===== src/rtl/fixed_prior_stream_mux.sv =====
// Packet-level N:1 stream multiplexer with fixed priority (lowest valid index wins).
// A grant is latched on the first beat of a packet and held until the beat carrying
// s_last is accepted; the mux then spends one idle cycle before arbitrating again.
// Optional feature macro FPSM_OUT_REG_EN: when defined, a 2-entry skid register sits
// on m_valid/m_data/m_last, so every m_* output and s_ready comes from flops.
module fixed_prior_stream_mux #(
    parameter  int NUM = 16,
    parameter  int DW  = 32,
    localparam int IW  = $clog2(NUM)
) (
    input  logic              clk,
    input  logic              rst,
    input  logic [NUM-1:0]    s_valid,
    output logic [NUM-1:0]    s_ready,
    input  logic [NUM*DW-1:0] s_data,
    input  logic [NUM-1:0]    s_last,
    output logic              m_valid,
    input  logic              m_ready,
    output logic [DW-1:0]     m_data,
    output logic              m_last,
    output logic [NUM-1:0]    m_grant,
    output logic [IW-1:0]     m_idx,
    output logic              busy
);

    typedef enum logic {
        ST_IDLE = 1'b0,
        ST_LOCK = 1'b1
    } state_t;

    state_t          r_state;
    logic [NUM-1:0]  r_grant;
    logic [IW-1:0]   r_idx;

    logic [NUM-1:0]  w_req_gnt;
    logic [IW-1:0]   w_req_idx;
    logic [DW-1:0]   w_data_arr [NUM];
    logic [DW-1:0]   w_sel_data;
    logic            w_sel_valid;
    logic            w_sel_last;
    logic            w_in_fire;

    // Lowest set request bit as a one-hot grant and as a binary index
    always_comb begin
        w_req_gnt = s_valid & ~(s_valid - NUM'(1));
        w_req_idx = '0;
        for (int i = NUM - 1; i >= 0; i--) begin
            if (s_valid[i]) begin
                w_req_idx = IW'(i);
            end
        end
    end

    // Route the locked input's beat; nothing is selected while idle
    always_comb begin
        for (int i = 0; i < NUM; i++) begin
            w_data_arr[i] = s_data[i*DW +: DW];
        end
        w_sel_valid = (r_state == ST_LOCK) && s_valid[r_idx];
        w_sel_data  = w_data_arr[r_idx];
        w_sel_last  = s_last[r_idx];
    end

    // Arbitration FSM: latch the winner in IDLE, release after the last beat is taken
    always_ff @(posedge clk) begin
        if (rst) begin
            r_state <= ST_IDLE;
            r_grant <= '0;
            r_idx   <= '0;
        end else begin
            case (r_state)
                ST_IDLE: begin
                    if (|s_valid) begin
                        r_state <= ST_LOCK;
                        r_grant <= w_req_gnt;
                        r_idx   <= w_req_idx;
                    end
                end
                ST_LOCK: begin
                    if (w_in_fire && w_sel_last) begin
                        r_state <= ST_IDLE;
                        r_grant <= '0;
                        r_idx   <= '0;
                    end
                end
                default: begin
                    r_state <= ST_IDLE;
                    r_grant <= '0;
                    r_idx   <= '0;
                end
            endcase
        end
    end

    assign m_grant = r_grant;
    assign m_idx   = r_idx;
    assign busy    = (r_state == ST_LOCK);

`ifdef FPSM_OUT_REG_EN
    logic            r_o_vld;
    logic [DW-1:0]   r_o_data;
    logic            r_o_last;
    logic            r_k_vld;
    logic [DW-1:0]   r_k_data;
    logic            r_k_last;

    // Input side may push whenever the skid entry is free; ready depends only on flops
    assign w_in_fire = w_sel_valid && !r_k_vld;
    assign s_ready   = r_grant & {NUM{~r_k_vld}};

    // Skid pair: output entry drains first, skid entry catches a beat during a stall
    always_ff @(posedge clk) begin
        if (rst) begin
            r_o_vld  <= 1'b0;
            r_o_data <= '0;
            r_o_last <= 1'b0;
            r_k_vld  <= 1'b0;
            r_k_data <= '0;
            r_k_last <= 1'b0;
        end else if (!r_o_vld || m_ready) begin
            if (r_k_vld) begin
                r_o_vld  <= 1'b1;
                r_o_data <= r_k_data;
                r_o_last <= r_k_last;
                r_k_vld  <= 1'b0;
            end else if (w_in_fire) begin
                r_o_vld  <= 1'b1;
                r_o_data <= w_sel_data;
                r_o_last <= w_sel_last;
            end else begin
                r_o_vld  <= 1'b0;
                r_o_data <= '0;
                r_o_last <= 1'b0;
            end
        end else if (w_in_fire) begin
            r_k_vld  <= 1'b1;
            r_k_data <= w_sel_data;
            r_k_last <= w_sel_last;
        end
    end

    assign m_valid = r_o_vld;
    assign m_data  = r_o_data;
    assign m_last  = r_o_last;
`else
    // Pass-through: downstream ready flows straight back to the locked source
    assign w_in_fire = w_sel_valid && m_ready;
    assign s_ready   = r_grant & {NUM{m_ready}};
    assign m_valid   = w_sel_valid;
    assign m_data    = (r_state == ST_LOCK) ? w_sel_data : '0;
    assign m_last    = (r_state == ST_LOCK) ? w_sel_last : 1'b0;
`endif

endmodule


===== config.mk =====
export PLATFORM = sky130hd
export DESIGN_NAME = fixed_prior_stream_mux
export DESIGN_NICKNAME = d
export VERILOG_FILES = /design/src/rtl/fixed_prior_stream_mux.sv
export SDC_FILE = /design/constraint.sdc
export NUM_CORES = 1
export LEC_CHECK = 0
export CAP_MARGIN = 25
export CORE_AREA = 2 2 239 241
export CTS_CLUSTER_SIZE = 24
export DETAILED_ROUTE_END_ITERATION = 8
export DIE_AREA = 0 0 241 243
export PLACE_DENSITY = 0.35
export SYNTH_ARGS = -nofsm -noshare
export SYNTH_HDL_FRONTEND = slang
export SYNTH_SLANG_ARGS = --single-unit
export TNS_END_PERCENT = 50

===== constraint.sdc =====
create_clock -name clk -period 3.1 [get_ports clk]
set_input_delay 0.465 -clock clk [delete_from_list [all_inputs] [get_ports clk]]
set_output_delay 0.465 -clock clk [all_outputs]
set_load 0.01 [all_outputs]

# == Word-level counts from Yosys, hierarchy flattened ==
# Cells that the tools add are included.
# op_classes
n_addsub,1
n_mul,0
div,0
n_lt_le_gt_ge,2
eq_ne,2
shift,0
n_mux,34
bitwise_logic,5
reduce_logical,5
# op_table
cell,count
binary-select mux 32 bit (select 4 bit),1
2-to-1 mux 32 bit,3
2-to-1 mux 4 bit,18
AND 16 bit,2
2-to-1 mux 16 bit,2
one-hot mux 16 bit (2 select lines),1
NOT 16 bit,1
OR reduction 16 bit,1
"subtractor 16 x 1 -> 16 bit, second input constant",1
binary-select mux 1 bit (select 4 bit),2
one-hot mux 4 bit (2 select lines),1
">= comparator 5 bit, second input constant",1
"< comparator 4 x 5 -> 1 bit, second input constant",1
2-to-1 mux 1 bit,5
NOT 4 -> 5 bit,1
logical AND 1 bit,3
"!= test 2 x 1 -> 1 bit, second input constant",1
"!= test 2 bit, second input constant",1
one-hot mux 1 bit (2 select lines),1
AND reduction 2 bit,1
NOT 1 bit,1
# word_totals
register_bits,21
latchBits,0
ram_bits,0
mem_bits_ro,0
out_inout_bits,71
elab_cells,52
n_memories,0

# == Longest topological paths before layout ==
# Gate-level depths: netlist (run 1).
# depth
word_depth,18
ltp_mapped,9
depth_no_buf,6

# == Least setup slack after synthesis (run 1) ==
# Ideal clock, no wire load.
# synth_timing
kind,register to output
from,register r_idx[1] (netlist: m_idx[1])
to,output m_data[0]
arrival_ns,2.029
required_time_ns,2.635
path_slack_ns,0.606
path_stages_with_launch,7
n_path_buf,3
cell_sequence,dfxtp_1 -> buf_2 -> buf_2 -> clkbuf_1 -> mux4_2 -> mux4_2 -> and2_1
# synth_via
elab_chain_len,5
# synth_rtl
item,line_no,source
from (decl),33,logic [IW-1:0] r_idx;
from (signal assigned),76,r_idx <= w_req_idx;
NOT 4 -> 5 bit (not written as such),60,w_sel_data = w_data_arr[r_idx];
binary-select mux 32 bit (select 4 bit),60,
2-to-1 mux 32 bit (not written as such) (2 in series),60,
2-to-1 mux 32 bit,150,assign m_data = (r_state == ST_LOCK) ? w_sel_data : '0;
to (decl),19,"output logic [DW-1:0] m_data,"
# No other way between the ends. The select of a mux whose other input is x is not followed.

# == Worst setup path after layout (run 1) ==
# layout_timing
from,register r_idx[0] (netlist: m_idx[0])
to,output m_data[0]
# The elaborated chain is that of the path after synthesis.

==> metrics.yaml, run 1 <==
outcome:
  status: "finished, final reports clean"
global_route:
  grt_max_degree: 46
  grt_pass1_wl_um: 57500
  antenna_found_initial: 23
  overflow: 0
  grt_pass1_vias: 7487
  track_usage: 0.139
drt:
  wl_per_cell_um: 24.2
  viasPerCell: 3.78
  wirelength_um: 43400
  ant_nets: 0
  dr_total_vias: 6793
  drt_first_pass_iters: 6
  first_iter_violations: 278
  post-route-drc-count: 0
sta:
  rsz0062_at_grt: "yes"
  drv_slew: 0
  hold_violations: 0
  tns_ns: 0
  max-slew-margin-rel: 0.569
  skew_ns: 0.00170
  min_period_ns: 3.05
  final.period_utilization: 0.985
  setup_viol: 0
  worst_pin_slew_ns: 0.641
  max_freq_mhz: 327
placed_design:
  dp_cells: 1762
  dp_hpwl_um: 38100
  place_congestion: 0.889
  portBuffers: 617
cells_and_area:
  fin_cells: 1797
  multi_input_area_mm2: 0.00463
  area.growth.synth_to_final_pct: 145
  fillers: 6044
  nets: 1579
  drive_above_1_share: 0.237
  ff_latch_area_um2: 434
clocking:
  clockBufferDepth: 2
  root_buffer: "clkbuf_16"
  cts_max_level: 1
  path_clk_slew_ns: 0.06
  numCtsBuffers: 3
  postCtsHoldBufs: 0
  cts_num_sinks: 21
  cts_tree: "yes"
  worstSkewPairLatency_ns: 0.25
worst_setup_path:
  reg2reg_depth: 11
  critPathLaunchType: "flip-flop"
  worst-setup-path-type: "reg2out"
  rr_endpoint: "m_idx[3]"
  cp.required_ns: 2.63
  arrival_ns: 2.59
  reg2reg_slack_ns: 0.79
  crit_path_end_kind: "output port"
  worstPathMaxFanout: 12
  r2r-start: "m_idx[0]"
power:
  finalPower_mw: 2.08
  peakVddDrop_uv: 129
  p_leak_nw: 4.35
  powerDensity_mw_per_mm2: 159
synthesis:
  syn-instance-count: 386
  yosysWarnings: 0
  syn_avg_cell_area_um2: 13.8
  synthDistinctLibCells: 37
  syn-cell-area_mm2: 0.00534
  synth_seq_area_share: 0.0788
  synth-seq-cells: 21
  syn_nets: 933
floorplan:
  dieHeight_um: 243
  start_util: 0.0954
  io_pins: 618
  fp-row-count: 87
  die_x_um: 241
  core_mm2: 0.0560
  dieArea_mm2: 0.0586
job:
  max-cap-violations: 0
hold_path:
  hold_end: "m_grant[15]"
  holdPathStages: 1
  min_path_type: "reg2reg"
  min_from: "m_grant[15]"
where the power goes:
part	switching [mW]	internal, mW	total (mW)	leakage (nW)
logic	0.439	1.08	1.52	4.14
clock network	0.0974	0.175	0.273	0.0382
registers	0.0121	0.273	0.286	0.173
total	0.549	1.53	2.08	4.35
final cells by class:
class,instances,share of cell area
tap,756,0.0724
antenna,10,0.00192
inverter,7,0.00201
multi-input combinational,312,0.354
sequential,21,0.0332
clock buffer,4,0.00603
timing repair buffer,687,0.530
kinds of logic after synthesis:
logic type / count (synthesis) / synth area share
simple gates: 98 / 0.104
buf+inv: 53 / 0.0546
flops: 21 / 0.0788
mux: 175 / 0.703
compound gates: 39 / 0.0595
per-stage QoR:
| stage | hold slack, ns | util | area (um2) | setup slack (ns) |
|---|---|---|---|---|
| finish | 0.520 | 0.233 | 13100 | 0.0458 |
| global route | 0.555 | 0.233 | 13100 | -0.0346 |
| CTS | 0.523 | 0.230 | 12900 | -0.0674 |
| detailed placement | 0.504 | 0.228 | 12800 | -0.163 |
| global placement | 0.494 | 0.228 | 12800 | -0.165 |
| floorplan | 0.497 | - | 5340 | 0.606 |
worst max path at each step:
stage / slack [ns] / endpoint / start
after floorplan: 0.61 / m_data[0] / m_idx[1]
after global placement: -0.17 / m_data[29] / s_data[509]
after detailed placement: -0.16 / m_data[29] / s_data[509]
after CTS: -0.07 / m_data[11] / m_idx[0]
after global routing: -0.03 / m_data[0] / m_idx[0]
final: 0.05 / m_data[0] / m_idx[0]
routing by layer:
| metal | track usage | vias to the layer above | share of wire |
|---|---|---|---|
| li1 | - | 3020 | - |
| met3 | 0.0465 | 44 | 0.11 |
| met4 | 0.0327 | 18 | 0.015 |
| met1 | 0.159 | 3343 | 0.37 |
| met5 | 0 | - | 0.0026 |
| met2 | 0.247 | 368 | 0.50 |
registers in the layout (all words and copies together) (netlist names):
name,flops
busy,1
m_grant,16
m_idx,4
cells in the mapped netlist (all sizes together):
cell / number / share of area
a211oi: 2 / 0.0028
and3: 1 / 0.0012
mux2i: 14 / 0.026
nand3b: 1 / 0.0014
mux2: 1 / 0.0021
nand3: 4 / 0.0038
a22o: 12 / 0.020
o211ai: 1 / 0.0014
a2bb2oi: 1 / 0.0016
nor3: 4 / 0.0047
a32o: 7 / 0.013
nand4b: 2 / 0.0033
a311o: 1 / 0.0019
a21boi: 1 / 0.0014
clkbuf: 19 / 0.013
o2bb2ai: 1 / 0.0016
a22oi: 5 / 0.0080
or4: 1 / 0.0014
buf: 27 / 0.036
a21oi: 3 / 0.0028
o21ai: 4 / 0.0037
nand2: 12 / 0.0084
o31ai: 1 / 0.0014
nor2: 13 / 0.0091
dfxtp: 21 / 0.079
nor4: 4 / 0.0047
nor2b: 5 / 0.0059
and2: 50 / 0.059
mux4: 160 / 0.68
nand4: 1 / 0.0012
inv: 7 / 0.0049
cell usage in the layout, fill, tap and decap left out, types with 3 or more instances in the layout:
cell             Yosys  routed
dfxtp_4              0       3
inv_1                7       7
a21oi_1              3       3
clkdlybuf4s15_1      0       5
dlymetal6s2s_1       0       3
dfxtp_1             21      16
clkbuf_16            0       3
mux2i_1             14      14
diode_2              0      10
nor4_1               4       4
a22oi_1              4       4
dlygate4sd2_1        0      22
a32o_1               7       7
buf_4               14      48
buf_12               0      16
nand3_1              4       4
clkdlybuf4s50_1      0     584
o21ai_0              3       3
mux4_2             160     160
nor3_1               3       3
nor2_1              13      13
buf_6                4       5
nand2_1             12      12
nor2b_1              5       5
and2_1              50      50
a22o_1              12      12
worst max-delay path: stages (launching register included):
cell,delay (ns)
dfxtp_4,0.41
buf_12,0.17
buf_6,0.13
buf_4,0.14
mux4_2,0.55
mux4_2,0.46
and2_1,0.16
dlygate4sd2_1,0.29
timing repair:
action,4_1_cts,5_1_grt
endpoints found under the setup margin,30,9
setup buffers,8,13
gates resized for setup,34,15
Note: power is estimated with default switching activity, not from simulation.
==> inputs of run 2 (changes only) <==
--- a/config.mk
+++ b/config.mk
@@ -6,11 +6,11 @@
 export NUM_CORES = 1
 export LEC_CHECK = 0
 export CAP_MARGIN = 25
-export CORE_AREA = 2 2 239 241
+export CORE_AREA = 2 2 238 240
 export CTS_CLUSTER_SIZE = 24
 export DETAILED_ROUTE_END_ITERATION = 8
-export DIE_AREA = 0 0 241 243
-export PLACE_DENSITY = 0.35
+export DIE_AREA = 0 0 240 242
+export PLACE_DENSITY = 0.36
 export SYNTH_ARGS = -nofsm -noshare
 export SYNTH_HDL_FRONTEND = slang
 export SYNTH_SLANG_ARGS = --single-unit
==> constraint.sdc (replaced) <==
create_clock -name clk -period 2.76 [get_ports clk]
set_input_delay 0.414 -clock clk [delete_from_list [all_inputs] [get_ports clk]]
set_output_delay 0.414 -clock clk [all_outputs]
set_load 0.01 [all_outputs]
==> metrics.yaml, run 2 (synthesis gave the netlist of run 1 again) <==
worst_setup_path:
  path_cells: "buf_12, buf_4, buf_6, mux4_2, mux4_2, and2_1, buf_2"
  worstPathMaxFanout: 6
  critPathLaunchType: "flip-flop"
  critPathTopFamily: "multiplexers"
  worst-setup-path-type: "reg2out"
  cpMaxStageDelayCell: "mux4_2"
  reg2reg_slack_ns: 0.47
  r2r-start: "m_idx[0]"
  crit_path_end_kind: "output port"
  arrival_ns: 2.39
  max_stage_delay_ns: 0.54
  rr_endpoint: "m_idx[3]"
  cp.depth: 7
  critPathMostFrequentCell: "mux4_2"
  reg2reg_depth: 10
  critPathBufInv: 4
  cp.required_ns: 2.35
clocking:
  path_clk_slew_ns: 0.06
  postCtsHoldBufs: 0
  cts_tree: "yes"
  cts_num_sinks: 21
  root_buffer: "clkbuf_16"
  clockBufferDepth: 2
  worstSkewPairLatency_ns: 0.25
  cts_max_level: 1
  numCtsBuffers: 3
power:
  powerDensity_mw_per_mm2: 182
  p_sw_frac: 0.265
  p_leak_nw: 4.49
  peakVddDrop_uv: 219
  p_seq_frac: 0.132
  combPwrFrac: 0.742
  p_sw_mw: 0.647
  p_int_mw: 1.80
  clkPwrFrac: 0.126
drt:
  ant_nets: 0
  drt_first_pass_iters: 4
  first_iter_violations: 253
  wl_per_cell_um: 24.6
  post-route-drc-count: 0
  wirelength_um: 44700
  dr_total_vias: 6877
  viasPerCell: 3.79
global_route:
  antenna_found_initial: 20
  grt_pass1_wl_um: 60500
  grt_pass1_vias: 7820
  track_usage: 0.147
  grt_max_degree: 24
  overflow: 0
placed_design:
  dp_slack_ns: -0.308
  place_area_mm2: 0.0129
  place_congestion: 0.890
  portBuffers: 617
  dp_hpwl_um: 39000
sta:
  fin_ws_ns: -0.0463
  worst_pin_slew_ns: 0.525
  rsz0062_at_grt: "yes"
  max-slew-margin-rel: 0.649
  whs_ns: 0.505
  hold_violations: 0
  min_period_ns: 2.81
  final.period_utilization: 1.02
  skew_ns: 0.00382
  drv_slew: 0
  max_freq_mhz: 356
  setup_viol: 15
cells_and_area:
  layout_commonest_cell: "clkdlybuf4s50_1"
  fin_area_mm2: 0.0134
  largest_reg_flops: 16
  area.growth.synth_to_final_pct: 152
  mostFrequentLayoutCells: "clkdlybuf4s50_1, mux4_2, buf_4"
  utilization: 0.241
  nets: 1600
  fillers: 5967
  drive_above_1_share: 0.300
job:
  max-cap-violations: 0
floorplan:
  core_mm2: 0.0557
  start_util: 0.0958
  dieArea_mm2: 0.0581
  fp-row-count: 87
  die_x_um: 240
  io_pins: 618
  dieHeight_um: 242
outcome:
  status: "finished, violations left"
  failed_checks: "setup timing"
hold_path:
  holdPathStages: 1
  min_from: "m_grant[11]"
  min_path_type: "reg2reg"
  hold_end: "m_grant[11]"
==> run 2: worst max-delay path by stage <==
stage / from / end / slack, ns
3_5_place_dp: s_data[415] / m_data[31] / -0.31
5_1_grt: m_idx[0] / m_data[18] / -0.13
2_1_floorplan: m_idx[1] / m_data[0] / 0.32
3_3_place_gp: s_data[415] / m_data[31] / -0.31
4_1_cts: m_idx[0] / m_data[17] / -0.17
6_report: m_idx[0] / m_data[17] / -0.05
==> run 2: repair_timing <==
action / 4_1_cts / 5_1_grt
gates cloned: 5 / 1
resized for setup: 177 / 31
buffers inserted: 21 / 3
endpoints found under the setup margin: 33 / 33
pin swaps: 2 / 0
==> run 2: power groups by stage <==
stage	logic (mW)	registers [mW]	clock network, mW
after floorplan	0.600	0.321	0
after global placement	1.73	0.336	0
after detailed placement	1.74	0.336	0
after CTS	1.83	0.325	0.318
after global routing	1.93	0.325	0.333
final	1.81	0.322	0.307
==> run 2: routing by layer <==
layer / global-route usage / share of wire / vias up
li1: - / - / 3058
met5: 0 / 0.0020 / -
met3: 0.0371 / 0.086 / 30
met4: 0.0159 / 0.0075 / 14
met2: 0.268 / 0.51 / 339
met1: 0.177 / 0.39 / 3436
==> run 2: final cells by class <==
cell class | instances | area [um2] | share of cell area
multi-input combinational | 312 | 4690 | 0.349
tap | 756 | 946 | 0.0705
sequential | 21 | 434 | 0.0323
inverter | 7 | 26.3 | 0.00196
antenna | 8 | 20.0 | 0.00149
timing repair buffer | 708 | 7240 | 0.539
clock buffer | 4 | 78.8 | 0.00587
==> run 2: through the flow <==
step / std cells / TNS (ns) / power (mW)
3_5_place_dp: 1780 / -4.75 / 2.07
3_3_place_gp: 1780 / -4.73 / 2.07
2_1_floorplan: 386 / 0 / 0.921
6_report: 1816 / -0.376 / 2.44
5_1_grt: 1812 / -2.14 / 2.59
4_1_cts: 1808 / -2.58 / 2.47
==> inputs of run 3 (changes only) <==
--- a/config.mk
+++ b/config.mk
@@ -6,11 +6,14 @@
 export NUM_CORES = 1
 export LEC_CHECK = 0
 export CAP_MARGIN = 25
-export CORE_AREA = 2 2 238 240
+export CELL_PAD_IN_SITES_DETAIL_PLACEMENT = 0
+export CELL_PAD_IN_SITES_GLOBAL_PLACEMENT = 1
+export CORE_AREA = 2 2 242 244
 export CTS_CLUSTER_SIZE = 24
 export DETAILED_ROUTE_END_ITERATION = 8
-export DIE_AREA = 0 0 240 242
-export PLACE_DENSITY = 0.36
+export DIE_AREA = 0 0 244 246
+export PLACE_DENSITY = 0.47
+export SETUP_SLACK_MARGIN = 0.4
 export SYNTH_ARGS = -nofsm -noshare
 export SYNTH_HDL_FRONTEND = slang
 export SYNTH_SLANG_ARGS = --single-unit
==> metrics.yaml, run 3 (synthesis gave the netlist of run 1 again) <==
clocking:
  postCtsHoldBufs: 0
  cts_num_sinks: 21
  clockBufferDepth: 2
  cts_tree: "yes"
  cts_max_level: 1
  numCtsBuffers: 3
  worstSkewPairLatency_ns: 0.26
  root_buffer: "clkbuf_16"
  path_clk_slew_ns: 0.06
outcome:
  status: "finished, violations left"
  failed_checks: "setup timing"
drt:
  dr_total_vias: 7184
  wirelength_um: 47300
  wl_per_cell_um: 25.5
  post-route-drc-count: 0
  first_iter_violations: 293
  drt_first_pass_iters: 4
  viasPerCell: 3.87
  ant_nets: 0
worst_setup_path:
  worstPathMaxFanout: 6
  arrival_ns: 2.49
  cpMaxStageDelayCell: "mux4_2"
  cp.required_ns: 2.35
  path_cells: "buf_12, buf_16, buf_12, buf_12, buf_6, mux4_2, mux4_2, and2_4, buf_6"
  critPathLaunchType: "flip-flop"
  critPathTopFamily: "multiplexers"
  crit_path_end_kind: "output port"
  critPathBufInv: 6
  max_stage_delay_ns: 0.50
  critPathMostFrequentCell: "buf_12"
  worst-setup-path-type: "reg2out"
cells_and_area:
  largest_reg_flops: 16
  fin_area_mm2: 0.0140
  mostFrequentLayoutCells: "clkdlybuf4s50_1, mux4_2, buf_4"
  area.growth.synth_to_final_pct: 163
  nets: 1630
  drive_above_1_share: 0.334
  layout_commonest_cell: "clkdlybuf4s50_1"
sta:
  worst_pin_slew_ns: 0.441
  final.period_utilization: 1.05
  drv_slew: 0
  hold_violations: 0
  rsz0062_at_grt: "yes"
  min_period_ns: 2.91
  max-slew-margin-rel: 0.704
  max_freq_mhz: 344
  fin_ws_ns: -0.148
  whs_ns: 0.512
  skew_ns: 0.00442
  setup_viol: 32
floorplan:
  dieArea_mm2: 0.0600
  core_mm2: 0.0574
  fp-row-count: 88
  die_x_um: 244
  dieHeight_um: 246
  io_pins: 618
  start_util: 0.0930
placed_design:
  place_congestion: 0.865
  dp_hpwl_um: 40600
  portBuffers: 617
  place_area_mm2: 0.0129
  dp_slack_ns: -0.470
global_route:
  grt_pass1_wl_um: 63200
  grt_max_degree: 53
  grt_pass1_vias: 7850
  antenna_found_initial: 28
  overflow: 0
  track_usage: 0.150
power:
  peakVddDrop_uv: 172
  powerDensity_mw_per_mm2: 185
  p_leak_nw: 4.76
job:
  max-cap-violations: 0
hold_path:
  min_path_type: "reg2reg"
run 3: cell count changes in the layout (fill, tap and decap cells not counted), moves of 5 or more:
cell	before	now
buf_4	47	60
buf_16	2	9
buf_12	22	31
mux2i_1	13	8
run 3: area by class of cell:
type,count,area [um2]
antenna,8,20.0
tap,765,957
timing repair buffer,738,7750
inverter,7,26.3
sequential,21,434
fill,6041,43300
clock buffer,4,78.8
multi-input combinational,312,4770
run 3: through the flow:
stage	instances	util	total power, mW	setup TNS, ns
final	1855	0.245	2.60	-2.66
after global routing	1851	0.245	2.74	-4.86
after CTS	1839	0.241	2.59	-3.30
after detailed placement	1791	0.225	2.09	-5.49
after global placement	1791	0.225	2.09	-5.92
after floorplan	386	-	0.922	0
run 3: timing repair:
action,in CTS,in global routing
setup buffers,35,8
resized for setup,202,46
pin swaps,17,17
gates cloned,9,0
endpoints found under the setup margin,54,54
run 3: worst register-to-register path: stages, from the launching register on:
cell	delay, ns
dfxtp_4	0.36
buf_12	0.14
buf_16	0.14
buf_4	0.13
buf_6	0.11
buf_8	0.12
buf_4	0.15
mux2i_2	0.14
a21oi_1	0.16
nand3_1	0.14
a22oi_2	0.23
nor3_2	0.09
buf_12	0.16
a22o_1	0.24
run 3: where the power goes:
group / internal, mW / switching, mW
Sequential: 0.307 / 0.0103
Clock: 0.197 / 0.117
Combinational: 1.39 / 0.580
run 3: worst paths after layout:
kind,from,end,slack [ns],cells after the start
max,m_idx[0],m_data[6],-0.15,9
min,m_grant[5],m_grant[5],0.51,1
max reg2reg,m_idx[0],m_grant[3],0.34,13
min reg2reg,m_grant[5],m_grant[5],0.51,1
run 3: routing by layer:
metal / wire, um / up-vias / GRT usage
met4: 563 / 26 / 0.0260
li1: - / 3128 / -
met5: 167 / - / 0
met2: 23200 / 401 / 0.260
met1: 19100 / 3577 / 0.184
met3: 4250 / 52 / 0.0461
==> RTL edit 1 (config.mk and constraints of run 2) <==
Add a define of `FPSM_OUT_REG_EN`.
--- a/src/rtl/fixed_prior_stream_mux.sv
+++ b/src/rtl/fixed_prior_stream_mux.sv
@@ -3,6 +3,8 @@
 // s_last is accepted; the mux then spends one idle cycle before arbitrating again.
 // Optional feature macro FPSM_OUT_REG_EN: when defined, a 2-entry skid register sits
 // on m_valid/m_data/m_last, so every m_* output and s_ready comes from flops.
+`define FPSM_OUT_REG_EN
+
 module fixed_prior_stream_mux #(
     parameter  int NUM = 16,
     parameter  int DW  = 32,
Formal check against the unedited RTL: not equivalent (a bounded check fails within 4 cycles, from zero or initial values and one cycle with rst high).
==> RTL edit 1 against run 2 <==
- sequential share of layout area rose by 8.5 points
- setup slack better by 0.34 ns
- cell count increased by 14%
- sequential cell count rose by 68
- via count grew 30%
- synthesized cell count grew 83%
- area after synthesis is 43% higher
- design area grew 14%
- core utilization increased by 3.3 points
- wire length is 12% higher
- total power is 84% higher
- first-iteration DRC count is 43% higher
- hold slack got worse by 0.16 ns
- critical path type is now flop to flop
- critical endpoint is now m_data[31]
==> RTL edit 1: results (changes against run 2) <==
| Metric | Value |
|---|---|
| Placed cells | 2054 (was 1780) |
| Post-DP HPWL | 41.5 mm (was 39.0 mm) |
| Static Leak | 5.06 nW (was 4.49 nW) |
| Worst r2r dst | m_data[31] (was m_idx[3]) |
| Violation count after the first detailed-route iteration | 363 (was 253) |
| CP max FO | 22 (was 6) |
| Share of cells above drive strength 1 | 17.7% (was 30.0%) |
| Critical path's largest stage delay | 0.52 ns (was 0.54 ns) |
| Final wirelength | 50.0 mm (was 44.7 mm) |
| Setup Skew | 0.0139 ns (was 0.00382 ns) |
| Hold Startpoint | rst (was m_grant[11]) |
| Clk Latency, worst-skew pair | 0.37 ns (was 0.25 ns) |
| Number of buffers created by CTS | 9 (was 3) |
| WS Path Type | flop to flop (was flop to primary output) |
| Hold path depth | 3 (was 1) |
| First-pass GRT wire length | 69.7 mm (was 60.5 mm) |
| Yosys cell types | 40 (was 37) |
| Dpl cell area | 15000 um^2 (was 12900 um^2) |
| Post-synthesis compound-gate area fraction | 19.1% (was 5.95%) |
| Vias per Instance | 4.33 (was 3.79) |
| Sequential fraction of the synthesis area | 23.4% (was 7.88%) |
| Reg2Reg Depth | 7 (was 10) |
| Placer congestion estimate | 0.893 (was 0.890) |
| Routed WL per cell | 24.1 um (was 24.6 um) |
| Largest net degree at the start of global routing | 67 (was 24) |
| Met3 usage | 3.90% (was 3.71%) |
| WP data arrival | 2.71 ns (was 2.39 ns) |
| Antenna violations before repair | 8 (was 20) |
| Pwr Total | 4.49 mW (was 2.44 mW) |
| GRT Total Usage | 16.8% (was 14.7%) |
| Clk power | 1.30 mW (was 307 uW) |
| CP top delay family | compound AO/OA/AOI/OAI gates (was multiplexers) |
| Avg Cell Area, Syn | 10.8 um^2 (was 13.8 um^2) |
| Vias in the first global route | 9542 (was 7820) |
| Most frequent cells after synthesis | mux4_2, dfxtp_1, nand2_1, a22oi_1, nor2_1 (was mux4_2, and2_1, dfxtp_1, clkbuf_1) |
| Worst Hold Endpoint | m_idx[0] (was m_grant[11]) |
| Nets@finish | 1856 (was 1600) |
| VDD IR-drop max | 0.197 mV (was 0.219 mV) |
| Outcome | completed (was complete, but fails checks) |
| Final WS setup | 0.298 ns (was -0.0463 ns) |
| Synth top area cells | mux4_2, dfxtp_1, a22oi_1 (was mux4_2, dfxtp_1, and2_1) |
| Clock slew at reported path FFs | 0.08 ns (was 0.06 ns) |
| M2 GR Usage | 29.9% (was 26.8%) |
| Post-synthesis mux area share | 40.3% (was 70.3%) |
| Post-CTS Setup Bufs | 0 (was 21) |
| Worst-Margin Slew | 0.815 ns (was 0.525 ns) |
| Synth Net Count | 1255 (was 933) |
| H-tree lvl count | 3 (was 1) |
| Net Sw Power | 1.25 mW (was 647 uW) |
| TritonRoute pass-1 iters | 4 (unchanged) |
| Met1 Use GR | 20.4% (was 17.7%) |
| Hold WS | 0.349 ns (was 0.505 ns) |
| Pre-CTS setup slack | 0.0968 ns (was -0.308 ns) |
| Hold Path Class | primary input to flop (was flop to flop) |
| Resize count post-CTS | 0 (was 177) |
-- RTL edit 1: cell types whose count changed in the layout (fill, tap and decap cells not counted), moves of 22 or more --
cell             before  now
dfxtp_1              16   86
a22oi_1               4   66
nand2_1              12   70
a21oi_1               3   39
clkdlybuf4s50_1     583  616
nand3_1               4   37
o21ai_0               3   36
nor2_1               13   45
buf_6                31    0
and2_1               30    0
mux4_2              160  135
a221oi_1              0   22
-- RTL edit 1: area by class of cell --
cell class / count / area (um^2)
Multi-Input combinational cell: 530 / 5450
Fill cell: 5981 / 40500
Timing Repair Buffer: 674 / 6750
Antenna cell: 3 / 7.51
Clock inverter: 6 / 68.8
Clock buffer: 10 / 229
Sequential cell: 89 / 1790
Tap cell: 756 / 946
Inverter: 5 / 18.8
-- RTL edit 1: routing by layer --
layer,part of all wire (%),up-vias
li1,-,4085
met1,41,4515
met2,52,331
met4,1.3,4
met3,6.1,32
met5,0.050,-
==> RTL edit 2 (settings of run 2) <==
Made on the original files. `DW`: 32 -> 16.
--- a/src/rtl/fixed_prior_stream_mux.sv
+++ b/src/rtl/fixed_prior_stream_mux.sv
@@ -5,7 +5,7 @@
 // on m_valid/m_data/m_last, so every m_* output and s_ready comes from flops.
 module fixed_prior_stream_mux #(
     parameter  int NUM = 16,
-    parameter  int DW  = 32,
+    parameter  int DW  = 16,
     localparam int IW  = $clog2(NUM)
 ) (
     input  logic              clk,
Interface: changed (resized m_data and s_data); port bits go from 618 to 346. No check against the original RTL was run, so the function may have changed too.
==> RTL edit 2 against run 2 <==
- the flow still finishes with violations (negative setup slack)
- sequential cell count unchanged
- wire length decreased by 45%
- setup slack got worse by 0.032 ns
- sequential share of layout area increased by 1.8 points
- area after synthesis decreased by 38%
- first-iteration DRC count decreased by 49%
- die area unchanged
- register-to-register slack got worse by 0.22 ns
- design area decreased by 36%
- non-clock buffer count decreased by 282
- sequential power about the same
- hold slack got worse by 0.0079 ns
- total power decreased by 29%
- critical path type unchanged
- critical endpoint is now m_data[5]
- largest power group unchanged
==> RTL edit 2: results (changes against run 2) <==
| Metric | Value |
|---|---|
| Port Buffers | 345 (was 617) |
| Post-DP HPWL | 20.4 mm (was 39.0 mm) |
| Synth Net Count | 544 (was 933) |
| Critical path's largest stage delay | 0.52 ns (was 0.54 ns) |
| Yosys top cell area share | 57.1% (was 67.5%) |
| Static Leak | 2.86 nW (was 4.49 nW) |
| Avg Cell Area, Syn | 13.1 um^2 (was 13.8 um^2) |
| Routed WL per cell | 17.3 um (was 24.6 um) |
| Via count | 4197 (was 6877) |
| Placed cells | 1384 (was 1780) |
| Nets@finish | 949 (was 1600) |
| Final setup fails | 8 (was 15) |
| Dpl cell area | 8090 um^2 (was 12900 um^2) |
| VDD IR-drop max | 0.237 mV (was 0.219 mV) |
| Vias per Instance | 2.97 (was 3.79) |
| Fin Setup TNS | -0.207 ns (was -0.376 ns) |
| Vias in the first global route | 4782 (was 7820) |
| Slew headroom | 65.1% (was 64.9%) |
| GRT Total Usage | 8.06% (was 14.7%) |
| Startpoint Class | flop (unchanged) |
| Pre-CTS setup slack | -0.332 ns (was -0.308 ns) |
| Final WS setup | -0.0778 ns (was -0.0463 ns) |
| Outcome | complete, but fails checks (unchanged) |
| Hold Startpoint | m_grant[14] (was m_grant[11]) |
| Failing checks | negative setup slack (unchanged) |
| Sequential fraction of the synthesis area | 12.7% (was 7.88%) |
| Most frequent cells after synthesis | mux4_2, and2_1, dfxtp_1, nor2_1 (was mux4_2, and2_1, dfxtp_1, clkbuf_1) |
| Largest net degree at the start of global routing | 20 (was 24) |
| Share of cells above drive strength 1 | 32.4% (was 30.0%) |
| Resize count post-CTS | 105 (was 177) |
| Violation count after the first detailed-route iteration | 129 (was 253) |
| First-pass GRT wire length | 33.9 mm (was 60.5 mm) |
| Antenna violations before repair | 5 (was 20) |
| Post-CTS Setup Bufs | 22 (was 21) |
| WP data arrival | 2.42 ns (was 2.39 ns) |
| Yosys cell types | 40 (was 37) |
| Setup Skew | 0.00487 ns (was 0.00382 ns) |
| Synth top area cells | mux4_2, dfxtp_1, and2_1 (unchanged) |
| CP max FO | 7 (was 6) |
-- RTL edit 2: cell count changes in the layout (fill, tap and decap cells not counted), moves of 5 or more --
cell and change:
a22o_1 -5, and2_1 -9, and2_4 -7, buf_12 -9, buf_2 -8, clkdlybuf4s50_1 -256, diode_2 -6, mux2i_1 -9
mux4_2 -74
-- RTL edit 2: power breakdown --
part | total, mW | switching, mW | leakage, nW | internal (mW)
Clock | 0.315 | 0.120 | 0.0409 | 0.195
Combinational | 1.09 | 0.329 | 2.65 | 0.761
Sequential | 0.322 | 0.0145 | 0.173 | 0.308
-- RTL edit 2: cell type report --
cell class | count | area (um^2)
fill | 6294 | 47100
timing repair buffer | 426 | 4360
multi-input combinational | 197 | 2740
tap | 756 | 946
sequential | 21 | 434
clock buffer | 3 | 75.1
inverter | 9 | 33.8
clock inverter | 1 | 5.00
antenna | 2 | 5.00
-- RTL edit 2: logic make-up (layout without fill, tap and decap cells) --
logic type             count (synthesis)  count (layout)  synth area share [%]
flip-flops                            21              21                  12.7
other                                  0               2                     0
AND/OR/NAND/NOR                       69              69                  11.4
multiplexers                          92              92                  60.5
AO/OA/AOI/OAI                         36              36                  9.48
buffers and inverters                 35             439                  5.96
-- RTL edit 2: per-layer routing --
| metal | GRT usage (%) | share of wire [%] |
|---|---|---|
| met5 | 0 | 0.16 |
| met3 | 1.66 | 6.4 |
| met2 | 14.9 | 51 |
| met4 | 0.950 | 1.0 |
| met1 | 9.80 | 42 |
-- RTL edit 2: worst paths after layout --
kind,slack [ns],endpoint,cells after the start
max reg2reg,0.25,m_grant[4],11
min,0.50,m_grant[14],1
max,-0.08,m_data[5],7
min reg2reg,0.50,m_grant[14],1
